===== src/rtl/seven_seg_scan.sv =====
// seven_seg_scan: time-multiplexed hex display driver with dead-time scanning,
// leading-zero blanking and tear-free frame-boundary value swaps.
module seven_seg_scan #(
   parameter int DIGITS         = 4,
   parameter int PRESCALE       = 12000,
   parameter int SEG_ACTIVE_LOW = 1,
   parameter int AN_ACTIVE_LOW  = 1
) (
   input  logic                  clk,
   input  logic                  resetn,
   input  logic [4*DIGITS-1:0]   value_in,
   input  logic [DIGITS-1:0]     dp_in,
   input  logic                  load,
   input  logic                  blank_lz,
   input  logic                  enable,
   output logic [7:0]            seg_out,
   output logic [DIGITS-1:0]     an_out,
   output logic                  frame_done
);
   localparam int CW = $clog2(PRESCALE);
   localparam int IW = DIGITS > 1 ? $clog2(DIGITS) : 1;
   localparam logic [7:0] SEG_OFF = SEG_ACTIVE_LOW != 0 ? 8'hFF : 8'h00;
   localparam logic [DIGITS-1:0] AN_OFF = AN_ACTIVE_LOW != 0 ? '1 : '0;
   localparam logic [6:0] DECODE [16] = '{
      7'h3F, 7'h06, 7'h5B, 7'h4F, 7'h66, 7'h6D, 7'h7D, 7'h07,
      7'h7F, 7'h6F, 7'h77, 7'h7C, 7'h39, 7'h5E, 7'h79, 7'h71
   };

   logic [CW-1:0]       cnt_q, cnt_d;
   logic [IW-1:0]       idx_q, idx_d;
   logic [4*DIGITS-1:0] disp_val_q, disp_val_d, pend_val_q, pend_val_d;
   logic [DIGITS-1:0]   disp_dp_q, disp_dp_d, pend_dp_q, pend_dp_d;
   logic                pend_valid_q, pend_valid_d;
   logic [7:0]          seg_q, seg_d;
   logic [DIGITS-1:0]   an_q, an_d;
   logic                fd_q, fd_d;
   logic                slot_end, wrap, blank;
   logic [3:0]          nib;
   logic [DIGITS-1:0]   allz, dp_sh, blank_sh, oh;
   logic [7:0]          seg_hi;

   always_comb begin
      slot_end     = enable && cnt_q == CW'(PRESCALE - 1);
      wrap         = slot_end && idx_q == IW'(DIGITS - 1);
      cnt_d        = enable ? (slot_end ? '0 : cnt_q + 1'b1) : cnt_q;
      idx_d        = slot_end ? (wrap ? '0 : idx_q + 1'b1) : idx_q;
      pend_val_d   = load ? value_in : pend_val_q;
      pend_dp_d    = load ? dp_in : pend_dp_q;
      // a load on the wrap cycle keeps pending alive for the next frame
      pend_valid_d = load || (pend_valid_q && !wrap);
      disp_val_d   = wrap && pend_valid_q ? pend_val_q : disp_val_q;
      disp_dp_d    = wrap && pend_valid_q ? pend_dp_q : disp_dp_q;
      allz         = '0;
      for (int i = 0; i < DIGITS; i++) allz[i] = (disp_val_q >> (4 * i)) == '0;
      nib          = 4'(disp_val_q >> {idx_q, 2'b00});
      dp_sh        = disp_dp_q >> idx_q;
      blank_sh     = allz >> idx_q;
      blank        = blank_lz && idx_q != '0 && blank_sh[0] && !dp_sh[0];
      seg_hi       = {dp_sh[0], blank ? 7'h00 : DECODE[nib]};
      oh           = DIGITS'(1) << idx_q;
      seg_d        = enable ? (SEG_ACTIVE_LOW != 0 ? ~seg_hi : seg_hi) : SEG_OFF;
      an_d         = enable && cnt_q != '0 ? (AN_ACTIVE_LOW != 0 ? ~oh : oh) : AN_OFF;
      fd_d         = wrap;
   end

   always_ff @(posedge clk) begin
      if (!resetn) begin
         cnt_q        <= '0;
         idx_q        <= '0;
         disp_val_q   <= '0;
         disp_dp_q    <= '0;
         pend_val_q   <= '0;
         pend_dp_q    <= '0;
         pend_valid_q <= 1'b0;
         seg_q        <= SEG_OFF;
         an_q         <= AN_OFF;
         fd_q         <= 1'b0;
      end else begin
         cnt_q        <= cnt_d;
         idx_q        <= idx_d;
         disp_val_q   <= disp_val_d;
         disp_dp_q    <= disp_dp_d;
         pend_val_q   <= pend_val_d;
         pend_dp_q    <= pend_dp_d;
         pend_valid_q <= pend_valid_d;
         seg_q        <= seg_d;
         an_q         <= an_d;
         fd_q         <= fd_d;
      end
   end

   assign seg_out    = seg_q;
   assign an_out     = an_q;
   assign frame_done = fd_q;
endmodule


===== config.mk =====
export PLATFORM = sky130hd
export DESIGN_NAME = seven_seg_scan
export DESIGN_NICKNAME = d
export VERILOG_FILES = /design/src/rtl/seven_seg_scan.sv
export SDC_FILE = /design/constraint.sdc
export NUM_CORES = 1
export LEC_CHECK = 0
export ABC_AREA = 0
export CORE_ASPECT_RATIO = 2
export CORE_UTILIZATION = 45
export CTS_CLUSTER_DIAMETER = 30
export CTS_CLUSTER_SIZE = 20
export DETAILED_ROUTE_END_ITERATION = 10
export PLACE_DENSITY_LB_ADDON = 0.25
export SYNTH_ARGS = -nofsm -noshare
export SYNTH_HDL_FRONTEND = slang
export SYNTH_SLANG_ARGS = --single-unit
export TNS_END_PERCENT = 100

===== constraint.sdc =====
create_clock -name clk -period 2.3 [get_ports clk]
set_input_delay 0.46 -clock clk [delete_from_list [all_inputs] [get_ports clk]]
set_output_delay 0.46 -clock clk [all_outputs]
set_load 0.05 [all_outputs]

# After elaboration in Yosys (flattened, before gate mapping)
# Memory sizes are Yosys's and may differ from the RTL's.
# Cells that the tools add are included.
[word_totals] register_bits=70 mem_bits_ro=112 input_bits=25 out_inout_bits=13 elab_cells=47 mem_count=1
[op_classes] addsub=2 magnitude_cmp=1 eq_ne=2 shift=4 mux=5 bitwise=3 n_reduce_logical=19
[memory_table] memory="(no name shown)" depth=16 word_bits=7 rd=1 rd_ports_with_merged_regs=0 write_ports=0 line="59" source="seg_hi = {dp_sh[0], blank ? 7'h00 : DECODE[nib]};"
[op_table] op="$logic_not A16 Y1" n=4
[op_table] op="$mux W7" n=3
[op_table] op="$shr A16 B4 Y4" n=1
[op_table] op="$add A14 B1 Y14 const B" n=1
[op_table] op="$eq A14 B14 Y1 const B" n=1
[op_table] op="$mux W14" n=1
[op_table] op="$reduce_bool A14 Y1" n=1
[op_table] op="$logic_and A1 B1 Y1" n=8
[op_table] op="$not A8 Y8" n=1
[op_table] op="$shr A4 B2 Y1" n=2
[op_table] op="$ge A5 B5 Y1 const B" n=1
[op_table] op="$not A4 Y5" n=1
[op_table] op="$not A4 Y4" n=1
[op_table] op="$reduce_and A2 Y1" n=2
[op_table] op="$shl A1 B2 Y4 const A" n=1
[op_table] op="$add A2 B1 Y2 const B" n=1
[op_table] op="$eq A2 B2 Y1 const B" n=1
[op_table] op="$logic_not A1 Y1" n=2
[op_table] op="$mux W2" n=1
[op_table] op="$reduce_bool A2 Y1" n=1
[op_table] op="$logic_or A1 B1 Y1" n=1

# Logic depth before layout (Yosys ltp)
# Gate-level depths: netlist of the first run.
[logic_depth] depth_word=7 mapped_depth=8 depth_no_buf=7

# Worst setup path after synthesis of the first run
# Ideal clock, no wire load.
[synth_path] kind="register to register" startpoint="register idx_q[0]" endpoint="register seg_q[3] (netlist: seg_out[3])" setup_time_ns=0.133 t_arrival_ns=1.804 setup_slack_ns=0.363 stages_incl_launch_ff=6 period_less_slack_ns=1.937 path_cell_list="dfxtp_1 -> mux4_1 -> ha_1 -> mux2_2 -> mux2i_1 -> nand3_1"
[synth_between] elab_chain_len=7 elab_cells_between_ends=14 cone_classes="shift (3); mux (3); bitwise (2); reduce/logical (5); memory (1)"
[synth_rtl] element="from (decl)" line="30" source="logic [IW-1:0] idx_q, idx_d;"
[synth_rtl] element="from (signal assigned)" line="80" source="idx_q <= idx_d;"
[synth_rtl] element="$shr A16 B4 Y4" line="55" source="nib = 4'(disp_val_q >> {idx_q, 2'b00});"
[synth_rtl] element="$not A4 Y5 (not written as such)" line="59"
[synth_rtl] element="$mem_v2 Z16 W7"
[synth_rtl] element="$mux W7 (not written as such) (2 in a row)" line="59"
[synth_rtl] element="$mux W7 *" line="59"
[synth_rtl] element="$not A8 Y8 *" line="61" source="seg_d = enable ? (SEG_ACTIVE_LOW != 0 ? ~seg_hi : seg_hi) : SEG_OFF;"
[synth_rtl] element="to (signal assigned)" line="86" source="seg_q <= seg_d;"
[synth_rtl] element="to (decl)" line="34" source="logic [7:0] seg_q, seg_d;"
# Every way passes the cells marked *; elsewhere a longest branch is shown, timed or not. The select of a mux whose other input is x is not followed.
# A chain may end at the register's enable or synchronous reset.

# Final worst setup path of the first run
# Ends and elaborated chain as after synthesis.

==> flow_summary.yaml, run 1 <==
setup_path:
  cp_slowest_stage_delay_ns: 0.71
  r2r_slack_ns: 0.24
  slowest_stage: "mux4_1"
  worstPathCellList: "mux4_1, ha_1, mux2_2, mux2i_1, nand3_1"
  startpoint: "idx_q[0]"
  end_kind: "register"
  reg2reg_depth: 5
  required_ns: 2.50
  crit_type: "register to register"
  r2r_start: "idx_q[0]"
  timing.rr.end: "seg_out[3]"
  arrival_ns: 2.26
  startpoint_type: "register"
  cp_max_fo: 6
floorplanning:
  rows: 43
  coreArea_um2: 6940
  fp.dieArea_um2: 7580
  initial_core_util: 0.468
  die_h_um: 122
  io_pins: 38
  die_w_um: 62.1
global_routing:
  antenna_found_initial: 0
  grt_pass1_vias: 2399
  grt_overflow: 0
  grt_start_max_net_pins: 26
  gr-usage-all-layers: 0.193
  grt_pass1_wl_mm: 10.7
sta:
  fin_skew_ns: 0.00670
  post-route-period-util: 0.894
  slew_violations: 0
  worst_pin_slew_ns: 0.498
  fin_crit_ns: 2.06
  fmax_mhz: 486
  report.final.setup_viol: 0
  rsz0062_at_grt: "false"
  fin_tns_setup_ns: 0
  hold_viol: 0
  slew_headroom: 0.667
layout:
  area_growth_pct: 24.0
  drive_above_1_share: 0.0851
  n_antenna_cell: 0
  fillers: 607
  final_cell_area_um2: 4030
  layout.nets: 422
clock_tree:
  clock_path_buffers: 2
  cts_hold_buf: 0
  clkSlewWorstSetupHoldPaths_ns: 0.05
  cts-buffers-inserted: 9
  cts_tree: "done"
  cts_resized: 0
  htree_levels: 3
  clock_latency_ns: 0.34
  cts_root_buffer: "clkbuf_16"
  cts_setup_buffers: 0
  clock-sinks: 70
synthesis:
  synthTopCellsByArea: "dfxtp_1 (43%), mux2i_1 (13%), nand2_1 (6.1%)"
  synth_fp_nets: 382
  ys_ff_latch: 70
  synth_top_cell_by_area: "dfxtp_1"
  syn_avg_cell_area_um2: 9.41
  yosysMostFrequentCell: "dfxtp_1"
  synth_edf_count: 0
  yosysWarnings: 0
  synth_area_um2: 3250
  synth_cell_types: 42
  synth_commonest_cells: "dfxtp_1 (70), nand2_1 (53), mux2i_1 (42)"
  yosysSeqAreaShare: 0.431
  synth_flop_cell: "dfxtp_1"
  synthCells: 345
  synthArstFlopShare: 0
  yosysTopAreaCellShare: 0.431
drt:
  first_pass_iters: 4
  wl_per_cell_um: 13.5
  vias: 2514
  antenna_left: 0
  drcViolationCount: 0
  wl_mm: 6.44
  viasPerCell: 5.26
  drtIter0Drc: 95
place:
  hpwlAfterDp_mm: 4.79
  io_buffers: 37
  postPlaceCellArea_um2: 3740
  gp_congestion: 0.874
power:
  ir_drop_uv: 472
  power_leakage_nw: 1.52
  pwr_density_cell_nw_per_um2: 694
min_path:
  hold_class: "register to register"
  hold_start: "disp_dp_q[2]"
  hold_path_depth: 2
  holdPathEnd: "disp_dp_q[2]"
run_status:
  status: "finished clean"
job:
  maxCapViolations: 0
-- state kept, by name (all words and copies together), names as in the netlist --
signal,count
pend_valid_q,1
pend_val_q,16
cnt_q,14
seg_out,8
pend_dp_q,4
idx_q,2
disp_val_q,16
frame_done,1
an_out,4
disp_dp_q,4
-- cell type report --
| type | count | area (µm²) | area share |
|---|---|---|---|
| clock inverters | 1 | 30.0 | 0.00746 |
| flip-flops and latches | 70 | 1400 | 0.348 |
| multi-input cells | 238 | 1690 | 0.419 |
| well taps | 90 | 113 | 0.0280 |
| inverters | 17 | 63.8 | 0.0158 |
| repair buffers | 49 | 473 | 0.117 |
| clock buffers | 13 | 260 | 0.0646 |
-- metrics by stage --
| step | util | power (mW) | instances | hold slack, ns | setup slack (ns) |
|---|---|---|---|---|---|
| after floorplan | - | 1.39 | 345 | 0.432 | 0.363 |
| after global placement | 0.538 | 1.46 | 464 | 0.443 | 0.206 |
| after global routing | 0.580 | 2.89 | 478 | 0.476 | 0.155 |
| after detailed placement | 0.538 | 1.46 | 464 | 0.449 | 0.148 |
| after CTS | 0.580 | 2.82 | 478 | 0.458 | 0.258 |
| final | 0.580 | 2.79 | 478 | 0.456 | 0.243 |
-- logic make-up after synthesis --
group | count (synthesis) | synth area share
AO/OA/AOI/OAI | 24 | 0.0516
AND/OR/NAND/NOR | 135 | 0.193
multiplexers | 51 | 0.184
adder cells (fa/ha/maj) | 12 | 0.0462
flip-flops | 70 | 0.431
buffers and inverters | 37 | 0.0508
XOR/XNOR | 16 | 0.0431
-- metal layers --
| layer | track usage | routed length (µm) | vias to the layer above |
|---|---|---|---|
| met3 | 0.0510 | 220 | 14 |
| li1 | - | - | 1270 |
| met1 | 0.188 | 2500 | 1181 |
| met5 | 0 | 0 | - |
| met4 | 0.106 | 155 | 0 |
| met2 | 0.346 | 3560 | 49 |
-- how the worst max path moves through the flow --
stage,end,depth (start not counted)
after floorplan,seg_out[3],5
after detailed placement,cnt_q[12],6
after global placement,cnt_q[13],6
after global routing,seg_out[3],5
final,seg_out[3],5
after CTS,seg_out[3],5
-- cell usage in the layout (no fill, tap or decap), types with 2 or more instances in the layout --
| master | Yosys | routed |
|---|---|---|
| o21ai_0 | 3 | 3 |
| buf_4 | 2 | 11 |
| xor2_1 | 8 | 8 |
| inv_1 | 17 | 17 |
| a21oi_1 | 6 | 6 |
| nand2b_1 | 2 | 2 |
| nor4_1 | 10 | 10 |
| ha_1 | 12 | 12 |
| o211ai_1 | 2 | 2 |
| dfxtp_1 | 70 | 70 |
| clkdlybuf4s50_1 | 0 | 37 |
| xnor2_1 | 8 | 8 |
| clkbuf_16 | 0 | 9 |
| o21a_1 | 3 | 3 |
| a31oi_1 | 2 | 2 |
| nand4_1 | 7 | 7 |
| mux4_2 | 4 | 4 |
| nor3_1 | 7 | 6 |
| nand2_1 | 53 | 53 |
| mux4_1 | 2 | 2 |
| nand3b_1 | 2 | 2 |
| nor2_1 | 35 | 35 |
| mux2_2 | 2 | 2 |
| mux2i_1 | 42 | 42 |
| and4_1 | 2 | 2 |
| clkbuf_8 | 0 | 2 |
| nor3b_1 | 3 | 3 |
| nand3_1 | 9 | 9 |
| clkbuf_1 | 10 | 2 |
| o311ai_0 | 2 | 2 |
-- where the power goes --
part,switching (mW),internal (mW)
clock,0.470,0.885
combinational,0.0886,0.0873
sequential,0.0164,1.25
total,0.575,2.22
-- critical path, delay by kind of cell (launching register included) --
kind | cells | cell delay, ns
mux | 3 | 1.11
simple gates | 1 | 0.09
fa+ha+maj | 1 | 0.29
flops | 1 | 0.42
Power figures use the tool's default switching activity.
==> run 2, diff against run 1 <==
--- a/config.mk
+++ b/config.mk
@@ -7,7 +7,7 @@
 export LEC_CHECK = 0
 export ABC_AREA = 0
 export CORE_ASPECT_RATIO = 2
-export CORE_UTILIZATION = 45
+export CORE_UTILIZATION = 40
 export CTS_CLUSTER_DIAMETER = 30
 export CTS_CLUSTER_SIZE = 20
 export DETAILED_ROUTE_END_ITERATION = 10
==> flow_summary.yaml, run 2 (synthesis gave the netlist of run 1 again) <==
run_status:
  status: "finished clean"
sta:
  hold_viol: 0
  slew_violations: 0
  fin_skew_ns: 0.00562
  fmax_mhz: 496
  report.final.setup_viol: 0
  fin_tns_setup_ns: 0
  worst_pin_slew_ns: 0.500
  post-route-period-util: 0.877
  fin_crit_ns: 2.02
  slew_headroom: 0.666
  rsz0062_at_grt: "false"
layout:
  layout_commonest_cell: "dfxtp_1"
  drive_above_1_share: 0.0855
  layout_common_cells: "dfxtp_1 (70), nand2_1 (53), mux2i_1 (42)"
  n_antenna_cell: 0
  layout.nets: 421
  reg_top3: "disp_val_q x16, pend_val_q x16, cnt_q x14"
  area_growth_pct: 23.2
floorplanning:
  coreArea_um2: 7890
  die_h_um: 129
  die_w_um: 65.7
  fp.dieArea_um2: 8510
  rows: 46
  initial_core_util: 0.412
  io_pins: 38
power:
  ir_drop_uv: 637
  combPwrFrac: 0.065
  p_clk_frac: 0.462
  pwr_density_cell_nw_per_um2: 668
  swShare: 0.215
  finalPower_mw: 2.67
  p_seq_frac: 0.473
  power_leakage_nw: 1.50
  switching_power_uw: 575
  p_int_mw: 2.10
setup_path:
  arrival_ns: 2.21
  startpoint_type: "register"
  cp_slowest_stage_delay_ns: 0.70
  end_kind: "register"
  cp.buffers_inverters: 0
  cp_max_fo: 6
  r2r_start: "idx_q[0]"
  slowest_stage: "mux4_1"
  cp.depth: 5
  timing.rr.end: "seg_out[3]"
  reg2reg_depth: 5
  startpoint: "idx_q[0]"
  worstSetupEndpoint: "seg_out[3]"
  crit_family: "multiplexers"
  r2r_slack_ns: 0.28
  crit_type: "register to register"
  required_ns: 2.50
  worstPathCellList: "mux4_1, ha_1, mux2_2, mux2i_1, nand3_1"
global_routing:
  grt_pass1_wl_mm: 11.4
  grt_overflow: 0
  grt_pass1_vias: 2516
  gr-usage-all-layers: 0.175
  antenna_found_initial: 0
  grt_start_max_net_pins: 31
clock_tree:
  cts_resized: 0
  cts_hold_buf: 0
  cts-buffers-inserted: 9
  clock-sinks: 70
  cts_root_buffer: "clkbuf_16"
  clkSlewWorstSetupHoldPaths_ns: 0.05
  htree_levels: 3
  clock_path_buffers: 2
  clock_latency_ns: 0.33
  cts_setup_buffers: 0
  cts_tree: "done"
place:
  hpwlAfterDp_mm: 4.75
  io_buffers: 37
  gp_congestion: 0.818
drt:
  wl_mm: 6.58
  antenna_left: 0
  first_pass_iters: 6
  wl_per_cell_um: 13.7
  drtIter0Drc: 113
  drcViolationCount: 0
  vias: 2461
  viasPerCell: 5.11
job:
  maxCapViolations: 0
min_path:
  hold_class: "register to register"
[run 2: cell types whose count changed in the layout (fill, tap and decap cells not counted)]
cell and change:
clkbuf_1 -2, bufinv_16 -1, buf_4 -1, clkinv_2 +2
[run 2: worst min-delay path by stage]
stage,startpoint,end,slack [ns],depth (start not counted)
6_report,pend_val_q[4],disp_val_q[4],0.46,2
5_1_grt,pend_dp_q[0],disp_dp_q[0],0.48,2
4_1_cts,pend_val_q[4],disp_val_q[4],0.46,2
3_5_place_dp,disp_dp_q[1],disp_dp_q[1],0.45,2
3_3_place_gp,disp_dp_q[3],disp_dp_q[3],0.45,2
2_1_floorplan,disp_dp_q[2],disp_dp_q[2],0.43,2
[run 2: final cells by class]
class,count,area [µm²]
Clock buffer,11,253
Multi-Input combinational cell,238,1690
Fill cell,748,3880
Inverter,17,63.8
Tap cell,96,120
Timing Repair Buffer,48,465
Sequential cell,70,1400
Clock inverter,2,10.0
[run 2: worst reg2reg max path, delay by kind of cell, from the launching register on]
kind / cells / cell delay, ns
fa+ha+maj: 1 / 0.28
flops: 1 / 0.41
mux: 3 / 1.10
simple gates: 1 / 0.10
[run 2: stage by stage]
step / area (µm²) / utilization / worst slack, ns / std cells / hold slack [ns]
3_5_place_dp: 3740 / 0.474 / 0.162 / 469 / 0.449
5_1_grt: 4000 / 0.507 / 0.159 / 482 / 0.475
2_1_floorplan: 3250 / - / 0.363 / 345 / 0.432
6_report: 4000 / 0.507 / 0.284 / 482 / 0.460
4_1_cts: 4000 / 0.507 / 0.267 / 482 / 0.460
3_3_place_gp: 3740 / 0.474 / 0.205 / 469 / 0.447
[run 2: layer usage]
| layer | wire (µm) | share of wire | track usage |
|---|---|---|---|
| met3 | 206 | 0.031 | 0.0440 |
| met4 | 215 | 0.033 | 0.105 |
| met1 | 2620 | 0.40 | 0.175 |
| met2 | 3540 | 0.54 | 0.315 |
| met5 | 0 | 0 | 0 |
[run 2: power groups by stage]
stage	logic (mW)	registers [mW]	clock network, mW
finish	0.175	1.26	1.23
global route	0.194	1.27	1.32
CTS	0.177	1.26	1.26
detailed placement	0.176	1.29	0
global placement	0.175	1.29	0
floorplan	0.0815	1.31	0
==> run 3, diff against run 2 <==
--- a/config.mk
+++ b/config.mk
@@ -7,7 +7,7 @@
 export LEC_CHECK = 0
 export ABC_AREA = 0
 export CORE_ASPECT_RATIO = 2
-export CORE_UTILIZATION = 40
+export CORE_UTILIZATION = 48
 export CTS_CLUSTER_DIAMETER = 30
 export CTS_CLUSTER_SIZE = 20
 export DETAILED_ROUTE_END_ITERATION = 10
==> flow_summary.yaml, run 3 (synthesis gave the netlist of run 1 again) <==
run_status:
  status: "finished clean"
layout:
  area_growth_pct: 25.7
  layout.nets: 422
  layout_common_cells: "dfxtp_1 (70), nand2_1 (53), mux2i_1 (42)"
  fillers: 563
  reg_top3: "disp_val_q x16, pend_val_q x16, cnt_q x14"
  n_antenna_cell: 0
  drive_above_1_share: 0.0949
  final_cell_area_um2: 4080
  instances_no_fill: 478
  layout_commonest_cell: "dfxtp_1"
sta:
  fin_skew_ns: 0.00424
  hold_viol: 0
  slew_headroom: 0.663
  report.final.setup_viol: 0
  fin_tns_setup_ns: 0
  slew_violations: 0
  worst_hold_slack_ns: 0.461
  rsz0062_at_grt: "false"
  fmax_mhz: 489
  worst_pin_slew_ns: 0.505
  fin_crit_ns: 2.04
  post-route-period-util: 0.889
clock_tree:
  clock_latency_ns: 0.33
  clock_path_buffers: 2
  cts_root_buffer: "clkbuf_16"
  cts_resized: 0
  clock-sinks: 70
  clkSlewWorstSetupHoldPaths_ns: 0.06
  cts_tree: "done"
  cts_setup_buffers: 0
  cts-buffers-inserted: 9
  htree_levels: 3
  cts_hold_buf: 0
setup_path:
  required_ns: 2.50
  startpoint: "idx_q[0]"
  cp_max_fo: 6
  r2r_start: "idx_q[0]"
  end_kind: "register"
  startpoint_type: "register"
  crit_type: "register to register"
  arrival_ns: 2.25
place:
  gp_congestion: 0.846
  io_buffers: 37
  hpwlAfterDp_mm: 4.80
  postPlaceCellArea_um2: 3750
  dp_cells: 462
power:
  pwr_density_cell_nw_per_um2: 724
  power_leakage_nw: 1.54
  finalPower_mw: 2.95
  ir_drop_uv: 553
global_routing:
  use_met2: 0.361
  busiest_layer: "met2"
  grtUsageMet3: 0.0558
  grt_overflow: 0
  antenna_found_initial: 0
  gr-usage-all-layers: 0.206
  grt_util_met1: 0.208
  grt_pass1_wl_mm: 11.0
  grt_pass1_vias: 2509
  grt_start_max_net_pins: 25
drt:
  vias: 2531
  viasPerCell: 5.29
  wl_per_cell_um: 13.6
  first_pass_iters: 4
  drtIter0Drc: 74
  drcViolationCount: 0
  antenna_left: 0
  wl_mm: 6.49
floorplanning:
  die_w_um: 60.2
  io_pins: 38
  rows: 42
  coreArea_um2: 6570
  initial_core_util: 0.494
  die_h_um: 118
  fp.dieArea_um2: 7120
min_path:
  hold_class: "register to register"
  hold_start: "pend_val_q[5]"
job:
  maxCapViolations: 0
run 3: changes by cell type in the layout (fill, tap and decap cells not counted):
cell / change
bufinv_16: +2
buf_12: +1
clkinv_2: -1
clkinv_4: +1
clkinvlp_4: +1
run 3: worst paths after layout:
kind / endpoint / slack, ns / cells past startpoint
max reg2reg: seg_out[3] / 0.26 / 5
max: seg_out[3] / 0.26 / 5
min: disp_val_q[5] / 0.46 / 2
min reg2reg: disp_val_q[5] / 0.46 / 2
run 3: cell type report:
cell class              count  area (µm²)  area share
flip-flops and latches     70        1400       0.343
clock buffers              11         253      0.0619
inverters                  17        63.8      0.0156
well taps                  88         110      0.0270
multi-input cells         238        1690       0.413
clock inverters             5        81.3      0.0199
repair buffers             49         485       0.119
run 3: worst max-delay path, stage by stage (launching register included):
cell and delay [ns]:
dfxtp_1 0.43, mux4_1 0.72, ha_1 0.28, mux2_2 0.27, mux2i_1 0.13, nand3_1 0.08
run 3: power breakdown:
group	total (mW)	switching [mW]	internal (mW)
sequential	1.26	0.0165	1.24
combinational	0.179	0.0892	0.0896
clock	1.51	0.508	1.01
total	2.95	0.614	2.34
run 3: stage by stage:
step | util | setup WS, ns
6_report | 0.621 | 0.255
5_1_grt | 0.621 | 0.128
4_1_cts | 0.621 | 0.250
3_5_place_dp | 0.570 | 0.130
3_3_place_gp | 0.570 | 0.215
2_1_floorplan | - | 0.363
run 3: per-layer routing:
| metal | up-vias | routed length, µm | share of wire |
|---|---|---|---|
| met5 | - | 0 | 0 |
| met4 | 0 | 212 | 0.033 |
| met3 | 19 | 185 | 0.029 |
| met2 | 50 | 3620 | 0.56 |
| met1 | 1192 | 2470 | 0.38 |
| li1 | 1270 | - | - |
